File: config.mk
export PLATFORM = sky130hd
export DESIGN_NAME = div_unit
export DESIGN_NICKNAME = d
export VERILOG_FILES = /design/src/rtl/div_unit_pkg.sv /design/src/rtl/div_step.sv /design/src/rtl/div_unit.sv
export SDC_FILE = /design/constraint.sdc
export NUM_CORES = 1
export LEC_CHECK = 0
export ABC_CLOCK_PERIOD_IN_PS = 5900
export CORE_ASPECT_RATIO = 0.6
export CORE_MARGIN = 2
export CORE_UTILIZATION = 45
export DETAILED_ROUTE_END_ITERATION = 10
export SYNTH_ARGS = -nofsm -noshare
export SYNTH_HDL_FRONTEND = slang
export SYNTH_SLANG_ARGS = --single-unit
File: constraint.sdc
create_clock -name clk -period 5.9 [get_ports clk]
set_clock_uncertainty 0.05 [all_clocks]
set_input_delay 0.59 -clock clk [delete_from_list [all_inputs] [get_ports clk]]
set_output_delay 0.59 -clock clk [all_outputs]
set_load 0.01 [all_outputs]
File: src/rtl/div_unit_pkg.sv
// Shared encodings and helpers for the sequential divider.
// The funct3[1:0] operation code and the FSM state type live here.
package div_unit_pkg;

  localparam int WORD_W = 32;

  typedef enum logic [1:0] {
    OP_DIV  = 2'b00,
    OP_DIVU = 2'b01,
    OP_REM  = 2'b10,
    OP_REMU = 2'b11
  } div_op_e;

  typedef enum logic [1:0] {
    S_IDLE,
    S_COMPUTE,
    S_FIXUP,
    S_DONE
  } div_state_e;

  function automatic logic op_is_signed(input div_op_e op);
    return ~op[0];
  endfunction

  function automatic logic op_is_rem(input div_op_e op);
    return op[1];
  endfunction

endpackage

File: src/rtl/div_step.sv
// One restoring-division iteration: shift in the next dividend bit, trial-subtract
// the divisor and keep the difference only when it does not borrow.
module div_step #(
  parameter int XLEN = 32
) (
  input  logic [XLEN-1:0] rem_i,
  input  logic [XLEN-1:0] quo_i,
  input  logic [XLEN-1:0] divisor_i,
  output logic [XLEN-1:0] rem_o,
  output logic [XLEN-1:0] quo_o
);

  logic [XLEN:0]   shifted;
  logic [XLEN-1:0] trial;
  logic            fits;

  // The compare is XLEN+1 wide; when it holds, the true difference is below the
  // divisor, so the XLEN-bit modular subtract is exact.
  assign shifted = {rem_i, quo_i[XLEN-1]};
  assign fits    = (shifted >= {1'b0, divisor_i});
  assign trial   = shifted[XLEN-1:0] - divisor_i;

  assign rem_o = fits ? trial : shifted[XLEN-1:0];
  assign quo_o = {quo_i[XLEN-2:0], fits};

endmodule

File: src/rtl/div_unit.sv
// Sequential restoring divider (DIV/DIVU/REM/REMU and RV64 W forms), one quotient bit per cycle.
// Define DIV_FAST_SPECIAL_EN to send divide-by-zero and overflow straight from IDLE to FIXUP.
module div_unit
  import div_unit_pkg::*;
#(
  parameter int XLEN = 32
) (
  input  logic            clk,
  input  logic            reset,
  input  logic            start,
  input  logic [1:0]      div_op,
  input  logic            is_word_op,
  input  logic [XLEN-1:0] operand_a,
  input  logic [XLEN-1:0] operand_b,
  output logic [XLEN-1:0] result,
  output logic            busy,
  output logic            ready
);

  localparam int CW = $clog2(XLEN);

  // Extend from bit 31 (sign or zero); a no-op when XLEN is 32.
  function automatic logic [XLEN-1:0] ext_word(input logic [XLEN-1:0] v, input logic sx);
    logic [XLEN-1:0] r;
    r = v;
    for (int i = WORD_W; i < XLEN; i++) r[i] = sx & v[WORD_W-1];
    return r;
  endfunction

  div_state_e      state_q, state_d;
  logic [CW-1:0]   count_q, count_d;
  logic [XLEN-1:0] rem_q, rem_d;
  logic [XLEN-1:0] quo_q, quo_d;
  logic [XLEN-1:0] result_q, result_d;
  logic            ready_q, ready_d;

  div_op_e         op_q;
  logic            word_q, neg_a_q, neg_b_q, dbz_q, ovf_q;
  logic [XLEN-1:0] dividend_q, divisor_q;

  // Request conditioning, valid only in the accept cycle.
  div_op_e         req_op;
  logic            word_op, signed_op, neg_a, neg_b, is_dbz, is_ovf, accept;
  logic [XLEN-1:0] a_ext, b_ext, mag_a, mag_b, min_neg, quo_init;

  // NOTE: every always_comb output gets a default before any branch, so no
  // path leaves a signal unassigned and no latch is inferred.
  always_comb begin
    req_op    = div_op_e'(div_op);
    word_op   = (XLEN == 64) && is_word_op;
    signed_op = op_is_signed(req_op);
    a_ext     = word_op ? ext_word(operand_a, signed_op) : operand_a;
    b_ext     = word_op ? ext_word(operand_b, signed_op) : operand_b;
    neg_a     = signed_op & a_ext[XLEN-1];
    neg_b     = signed_op & b_ext[XLEN-1];
    mag_a     = neg_a ? -a_ext : a_ext;
    mag_b     = neg_b ? -b_ext : b_ext;
    min_neg   = '0;
    if (word_op) begin
      min_neg[WORD_W-1] = 1'b1;
      min_neg           = ext_word(min_neg, 1'b1);
    end else begin
      min_neg[XLEN-1] = 1'b1;
    end
    is_dbz   = (b_ext == '0);
    is_ovf   = signed_op && (a_ext == min_neg) && (b_ext == '1);
    // W dividends sit in the top half so 32 iterations consume exactly their bits.
    quo_init = word_op ? (mag_a << (XLEN - WORD_W)) : mag_a;
    accept   = (state_q == S_IDLE) && start;
  end

  logic [XLEN-1:0] step_rem, step_quo;

  div_step #(.XLEN(XLEN)) u_step (
    .rem_i     (rem_q),
    .quo_i     (quo_q),
    .divisor_i (divisor_q),
    .rem_o     (step_rem),
    .quo_o     (step_quo)
  );

  logic [CW-1:0]   last_count;
  logic [XLEN-1:0] quo_sel, rem_sel, raw_sel, fix_value;

  always_comb begin
    last_count = word_q ? CW'(WORD_W - 1) : CW'(XLEN - 1);
    quo_sel    = (neg_a_q ^ neg_b_q) ? -quo_q : quo_q;
    rem_sel    = neg_a_q ? -rem_q : rem_q;
    if (dbz_q) begin
      quo_sel = '1;
      rem_sel = dividend_q;
    end else if (ovf_q) begin
      quo_sel = dividend_q;
      rem_sel = '0;
    end
    raw_sel   = op_is_rem(op_q) ? rem_sel : quo_sel;
    fix_value = word_q ? ext_word(raw_sel, 1'b1) : raw_sel;
  end

  always_comb begin
    state_d  = state_q;
    count_d  = count_q;
    rem_d    = rem_q;
    quo_d    = quo_q;
    result_d = result_q;
    ready_d  = 1'b0;
    unique case (state_q)
      S_IDLE: begin
        if (start) begin
          rem_d   = '0;
          quo_d   = quo_init;
          count_d = '0;
`ifdef DIV_FAST_SPECIAL_EN
          state_d = (is_dbz || is_ovf) ? S_FIXUP : S_COMPUTE;
`else
          state_d = S_COMPUTE;
`endif
        end
      end
      S_COMPUTE: begin
        rem_d   = step_rem;
        quo_d   = step_quo;
        count_d = count_q + 1'b1;
        if (count_q == last_count) state_d = S_FIXUP;
      end
      S_FIXUP: begin
        result_d = fix_value;
        ready_d  = 1'b1;
        state_d  = S_DONE;
      end
      S_DONE:  state_d = S_IDLE;
      default: state_d = S_IDLE;
    endcase
  end

  // NOTE: sequential state uses non-blocking assignments so every register
  // samples pre-edge values regardless of statement order.
  always_ff @(posedge clk or posedge reset) begin
    if (reset) begin
      state_q  <= S_IDLE;
      count_q  <= '0;
      rem_q    <= '0;
      quo_q    <= '0;
      result_q <= '0;
      ready_q  <= 1'b0;
    end else begin
      state_q  <= state_d;
      count_q  <= count_d;
      rem_q    <= rem_d;
      quo_q    <= quo_d;
      result_q <= result_d;
      ready_q  <= ready_d;
    end
  end

  always_ff @(posedge clk or posedge reset) begin
    if (reset) begin
      op_q       <= OP_DIV;
      word_q     <= 1'b0;
      neg_a_q    <= 1'b0;
      neg_b_q    <= 1'b0;
      dbz_q      <= 1'b0;
      ovf_q      <= 1'b0;
      dividend_q <= '0;
      divisor_q  <= '0;
    end else if (accept) begin
      op_q       <= req_op;
      word_q     <= word_op;
      neg_a_q    <= neg_a;
      neg_b_q    <= neg_b;
      dbz_q      <= is_dbz;
      ovf_q      <= is_ovf;
      dividend_q <= a_ext;
      divisor_q  <= mag_b;
    end
  end

  assign busy   = (state_q != S_IDLE);
  assign ready  = ready_q;
  assign result = result_q;

endmodule

======== Yosys cells after proc, flatten, opt, wreduce, memory -nomap -nowiden ========
Cells that the tools add are included.
storage, ports and cells
  bits in registers ....................... 174
  bits of input ports ..................... 70
  output and inout bits ................... 34
  word-level logic and storage cells ...... 61
cells by class
  add/sub/neg operators ................... 6
  magnitude comparators ................... 1
  equal/unequal tests ..................... 8
  multiplexer cells ....................... 20
  bitwise logic cells ..................... 4
  reductions and logical operators ........ 9
operator list
  operator              number
  $mux 32               12
  $neg 32->32           4
  $pmux 32 s2           2
  $eq 32x32->1 const B  2
  $ge 33x32->1          1
  $logic_not 32->1      1
  $sub 32x32->32        1
  $pmux 5 s2            1
  $pmux 2 s4            1
  $add 5x1->5 const B   1
  $eq 5x5->1 const B    1
  $mux 5                1
  $eq 2x2->1 const B    2
  $mux 2                2
  $ne 2x2->1 const B    2
  $reduce_and 2->1      2
  $reduce_bool 2->1     2
  $logic_and 1x1->1     3
  $and 1x1->1           2
  $eq 2x1->1 const B    1
  $logic_not 2->1       1
  $mux 1                1
  $not 1->1             1
  $xor 1x1->1           1

======== Depth between registers and ports, before layout ========
  word-level depth ........................ 5
  depth in mapped cells ................... 13
  depth with buffers taken out ............ 12

======== Modules after synthesis ========
A second synthesis with hierarchy kept.
unflattened totals
  cells, all modules ...................... 1468
  area, all modules ....................... 12794.8 um^2
by module, submodules not included
  module    times used  cells an instance  area each (um^2)  sequential area each (um^2)
  div_unit  1           1108               10151.0           4329.2
  div_step  1           360                2643.8            0.0

======== Worst setup path before layout ========
OpenSTA, ideal clock, no wires.
  path type ............................... register -> register
  start point ............................. register rem_q[25]
  end point ............................... register rem_q[1]
  library setup time ...................... 137 ps
  data arrival time ....................... 2853 ps
  data required time ...................... 5713 ps
  path slack .............................. 2860 ps
  cell stages (with the launch flop) ...... 11
  buffers on the path ..................... 1
  period minus slack after synthesis ...... 3040 ps
  path through ............................ dfrtp_1 -> ha_1 -> a21o_1 -> a21o_1 -> a21o_1 -> a221o_1 -> a211oi_2 -> nand2_2 -> buf_2 -> mux2i_1 -> o22ai_1
on the way
  word-level cells in the longest chain between the ends .. 3
ends and longest elaborated chain
  element                 line             RTL
  start, declared         div_unit.sv:32   logic [XLEN-1:0] rem_q, rem_d;
  start signal, assigned  div_unit.sv:149  rem_q <= rem_d;
  $ge 33x32->1            div_step.sv:20   assign fits = (shifted >= {1'b0, divisor_i});
  $mux 32                 div_step.sv:23   assign rem_o = fits ? trial : shifted[XLEN-1:0];
  $pmux 32 s2             div_unit.sv:107  unique case (state_q)
No other way between the ends.
A chain may end at the register's enable or synchronous reset.

======== Worst setup path after layout ========
  start point ............................. register rem_q[9]
  end point ............................... register rem_q[17]
on the way
  word-level cells in the longest chain between the ends .. 3
  elaborated cells on any way between the ends .. 4
  classes of those cells .................. 1 x add/sub; 1 x order compare; 2 x mux
ends and longest elaborated chain
  element                                         line
  $sub 32x32->32 or $ge 33x32->1 (tied branches)  div_step.sv:21, div_step.sv:20
  $mux 32 (*)                                     div_step.sv:23
  $pmux 32 s2 (*)                                 div_unit.sv:107
Every way passes the cells marked *; elsewhere a longest branch is shown, timed or not.

==> impl_results.md <==
* Outcome: complete, no violations
* Estimated wirelength of the detail-placed design at 28,400 µm
* Core area at 26,500 µm²
* Post-synthesis sequential area ratio at 35.6%
* Worst Hold Path EP: divisor_q[18]$_DFFE_PP0P_
* Number of gates resized after CTS at 0
* Max-slew violation total from the final report at 0
* Worst ir drop on vdd at around 0.00023 V
* Worst EP arrival at 4.19 ns
* Count of flip-flops with a built-in enable after synthesis at 0
* Final Wtd Congestion at 0.900
* Via total after detailed routing at about 11,000
* Post-layout net count at 1,624
* Detailed Route WL at 38,100 µm
* Die X at 216 µm
* Maximum number of pins on one net before global-route repair at 174
* Unrepaired setup endpoints after global routing: false
* Number of cells on the worst hold path at 2
* Sequential Power Share at 27.3%
* Clock insertion delay at the later pin of the skew report at about 0.46 ns
* Remaining DRCs at 0
* Die Height at 131 µm
* Maximum buffer depth of the clock tree at 2
* Most frequent cells in the layout: 173 x dfrtp_1, 160 x o21ai_0, 150 x a21oi_1, 142 x nand2_1, 102 x clkdlybuf4s50_1
* Critical hold path startpoint: divisor_q[18]$_DFFE_PP0P_
* Distinct cell type count after synthesis at 69
* Startpoint types: register
* WL/cell at 20.2 µm
* Register-to-Register Path Depth at 10
* Clock slew seen by the registers of the worst setup and hold paths at 0.07 ns
* Number of failing setup endpoints in the final timing report at 0
* Highest clock rate at 0.259 GHz
* Synth-to-Final Area Change at 15.4%
* Register bit total from synthesis at around 170
* Critical path start-end classification: register to register
* Die Outline Area at between 20,000 and 30,000 µm²
* Highest net fanout along the worst path at 18
* Critical Path Start: rem_q[9]$_DFFE_PP0P_
* Setup TNS after final layout at 0 ns
* Net Sw Frac at 47.9%
* Site Rows at between 40 and 50
* Number of cells produced by synthesis at 1,460
* Global-route wire length before repair at 59,800 µm
* Static leakage at between 5 and 6 nW
* Post-CTS setup-driven buffer insertion count at 0
* Net count after synthesis at 1,573
* Reg2reg end: rem_q[17]$_DFFE_PP0P_
* Inserted Diodes at 0
* Max-capacitance violation count at 0
* Initial DRT Pass Iterations at 8
* Most used DFF post-synth: dfrtp_1
* Overflow left after global routing at 0
* Post-CTS Hold Fix Bufs at 0
* Number of clock buffers inserted by TritonCTS at 17
* Required time at the endpoint of the critical path at 6.22 ns
* Cell Int Power at 0.00451 W
* Antenna-violating nets left at 0
* Count of warnings emitted by yosys at 0
* Most common cell after layout, fill and taps aside: dfrtp_1
* Placed cell areas at 13,500 µm²
* Hold Violations, Final at 0
* Share of final-layout standard cells stronger than drive strength 1 at 6.23%
* Shortest clock period the worst path allows after layout at 3.87 ns
* TritonCTS Sinks at between 150 and 200
* Clock power share at approximately an eighth
* Power density normalized to cell area at 617 nW/µm²
* Number of I/O pins at 104
* Via count of the first global-routing pass at between 10,000 and 15,000
* Worst-Margin Slew at 1.28 ns
* Tightest slew margin relative to the limit at 14.2%
* Initial cell density of the core at around 46%
* Total non-filler cell area in the finished layout at 14,000 µm²
* Fillcell total at between 2,000 and 3,000
* Portion of the clock cycle consumed by the worst path in the final layout at 65.6%
* CTS Root Buffer Type: clkbuf_16
* TritonCTS clock tree: done
* Worst hold path type: register to register
* Combinational fraction of design power at 59.8%
* Sw power at 0.00414 W
* GRT Overall Usage at 27.1%
* Count of input and output buffers at 102
* H-Tree Depth at 4
* Register-to-register path setup slack at 2.03 ns
* Cell area after synthesis at ~12,000 µm²
* Ys async rst share at 100%
* DR iter-0 viols at 1,220
* Post-synthesis area per instance at 8.33 µm²
* Endpoint kind of the worst setup timing path: register
* Number of antenna violations at the first check in global routing at 0
* Beginning of the worst register-to-register path: rem_q[9]$_DFFE_PP0P_
* Ratio of routed vias to standard cells at 6.02
## per-stage QoR
| step | util (%) | hold slack, ns | power [W] | worst slack [ns] | std cells |
|---|---|---|---|---|---|
| global placement | 50.9 | 0.416 | 0.00739 | 2.06 | 1852 |
| finish | 53.0 | 0.430 | 0.00865 | 2.03 | 1884 |
| CTS | 53.0 | 0.437 | 0.00861 | 2.19 | 1884 |
| floorplan | - | 0.400 | 0.00589 | 0.572 | 1460 |
| global route | 53.0 | 0.450 | 0.00935 | 1.82 | 1884 |
| detailed placement | 50.9 | 0.422 | 0.00745 | 2.05 | 1852 |
## routing by layer
layer	up-vias	part of all wire [%]	GRT usage, %
li1	5398	-	-
met1	5498	52	44.8
met2	396	39	34.5
met3	43	7.4	4.98
met4	0	1.6	7.42
met5	-	0	0
## power groups by stage
| stage | Combinational (W) | Clock, W | Sequential [W] |
|---|---|---|---|
| floorplan | 0.00369 | 0 | 0.00220 |
| global placement | 0.00504 | 0 | 0.00235 |
| detailed placement | 0.00508 | 0 | 0.00237 |
| CTS | 0.00511 | 0.00114 | 0.00235 |
| global route | 0.00572 | 0.00119 | 0.00243 |
| finish | 0.00518 | 0.00112 | 0.00236 |
## worst max path at each step
stage | to | cells after the start
after global placement | quo_q[30]$_DFFE_PP0P_ | 9
after floorplan | count_q[0]$_DFFE_PP0P_ | 1
final | rem_q[17]$_DFFE_PP0P_ | 10
after global routing | rem_q[0]$_DFFE_PP0P_ | 10
after CTS | rem_q[17]$_DFFE_PP0P_ | 10
after detailed placement | quo_q[30]$_DFFE_PP0P_ | 9
## Yosys cell counts (all sizes together), types with 17 or more instances
master  instances  area share [%]
mux2i          20             1.6
xor2           74             5.3
dfrtp         173              36
clkbuf         73             2.3
o22ai          21             1.1
ha             42             4.3
nand4          20             1.0
or4            17             1.2
inv            71             2.2
a21oi         150             6.2
xnor2          65             4.7
o31ai          22             1.4
nor4           17            0.87
nor2          100             3.1
nor3           29             1.2
nand2         144             4.5
mux2           30             2.8
o21ai         164             6.7
## registers in the layout, indices dropped and copies added (netlist names)
name        cells
ready           1
state_q         2
neg_a_q         1
op_q            1
rem_q          32
dividend_q     32
count_q         5
divisor_q      32
quo_q          32
result         32
dbz_q           1
ovf_q           1
neg_b_q         1
## kinds of logic (layout without fill, tap and decap cells)
family          count (synthesis)  in the layout  synth area share (%)
compound gates                495            495                  24.8
simple gates                  404            404                  15.9
flops                         173            173                  35.6
buf+inv                       156            220                  4.86
xor+xnor                      139            139                  10.0
mux                            50             50                  4.42
fa+ha+maj                      43             43                  4.49
## area by class of cell
cell class / count / area [µm²] / area share [%]
Clock buffer: 26 / 509 / 3.63
Clock inverter: 6 / 57.6 / 0.410
Inverter: 72 / 275 / 1.96
Multi-Input combinational cell: 1131 / 7270 / 51.8
Sequential cell: 173 / 4330 / 30.9
Tap cell: 360 / 450 / 3.21
Timing Repair Buffer: 116 / 1140 / 8.11
## worst max-delay path: stages, from the launching register on
cell	delay, ns
dfrtp_1	0.44
ha_1	0.48
nand4_1	0.22
nor3_1	0.37
o2111ai_1	0.44
a211oi_1	0.45
o21ai_1	0.14
buf_4	0.22
and2_1	0.43
o31a_1	0.41
o21ai_1	0.12
(Power assumes the default switching activity.)
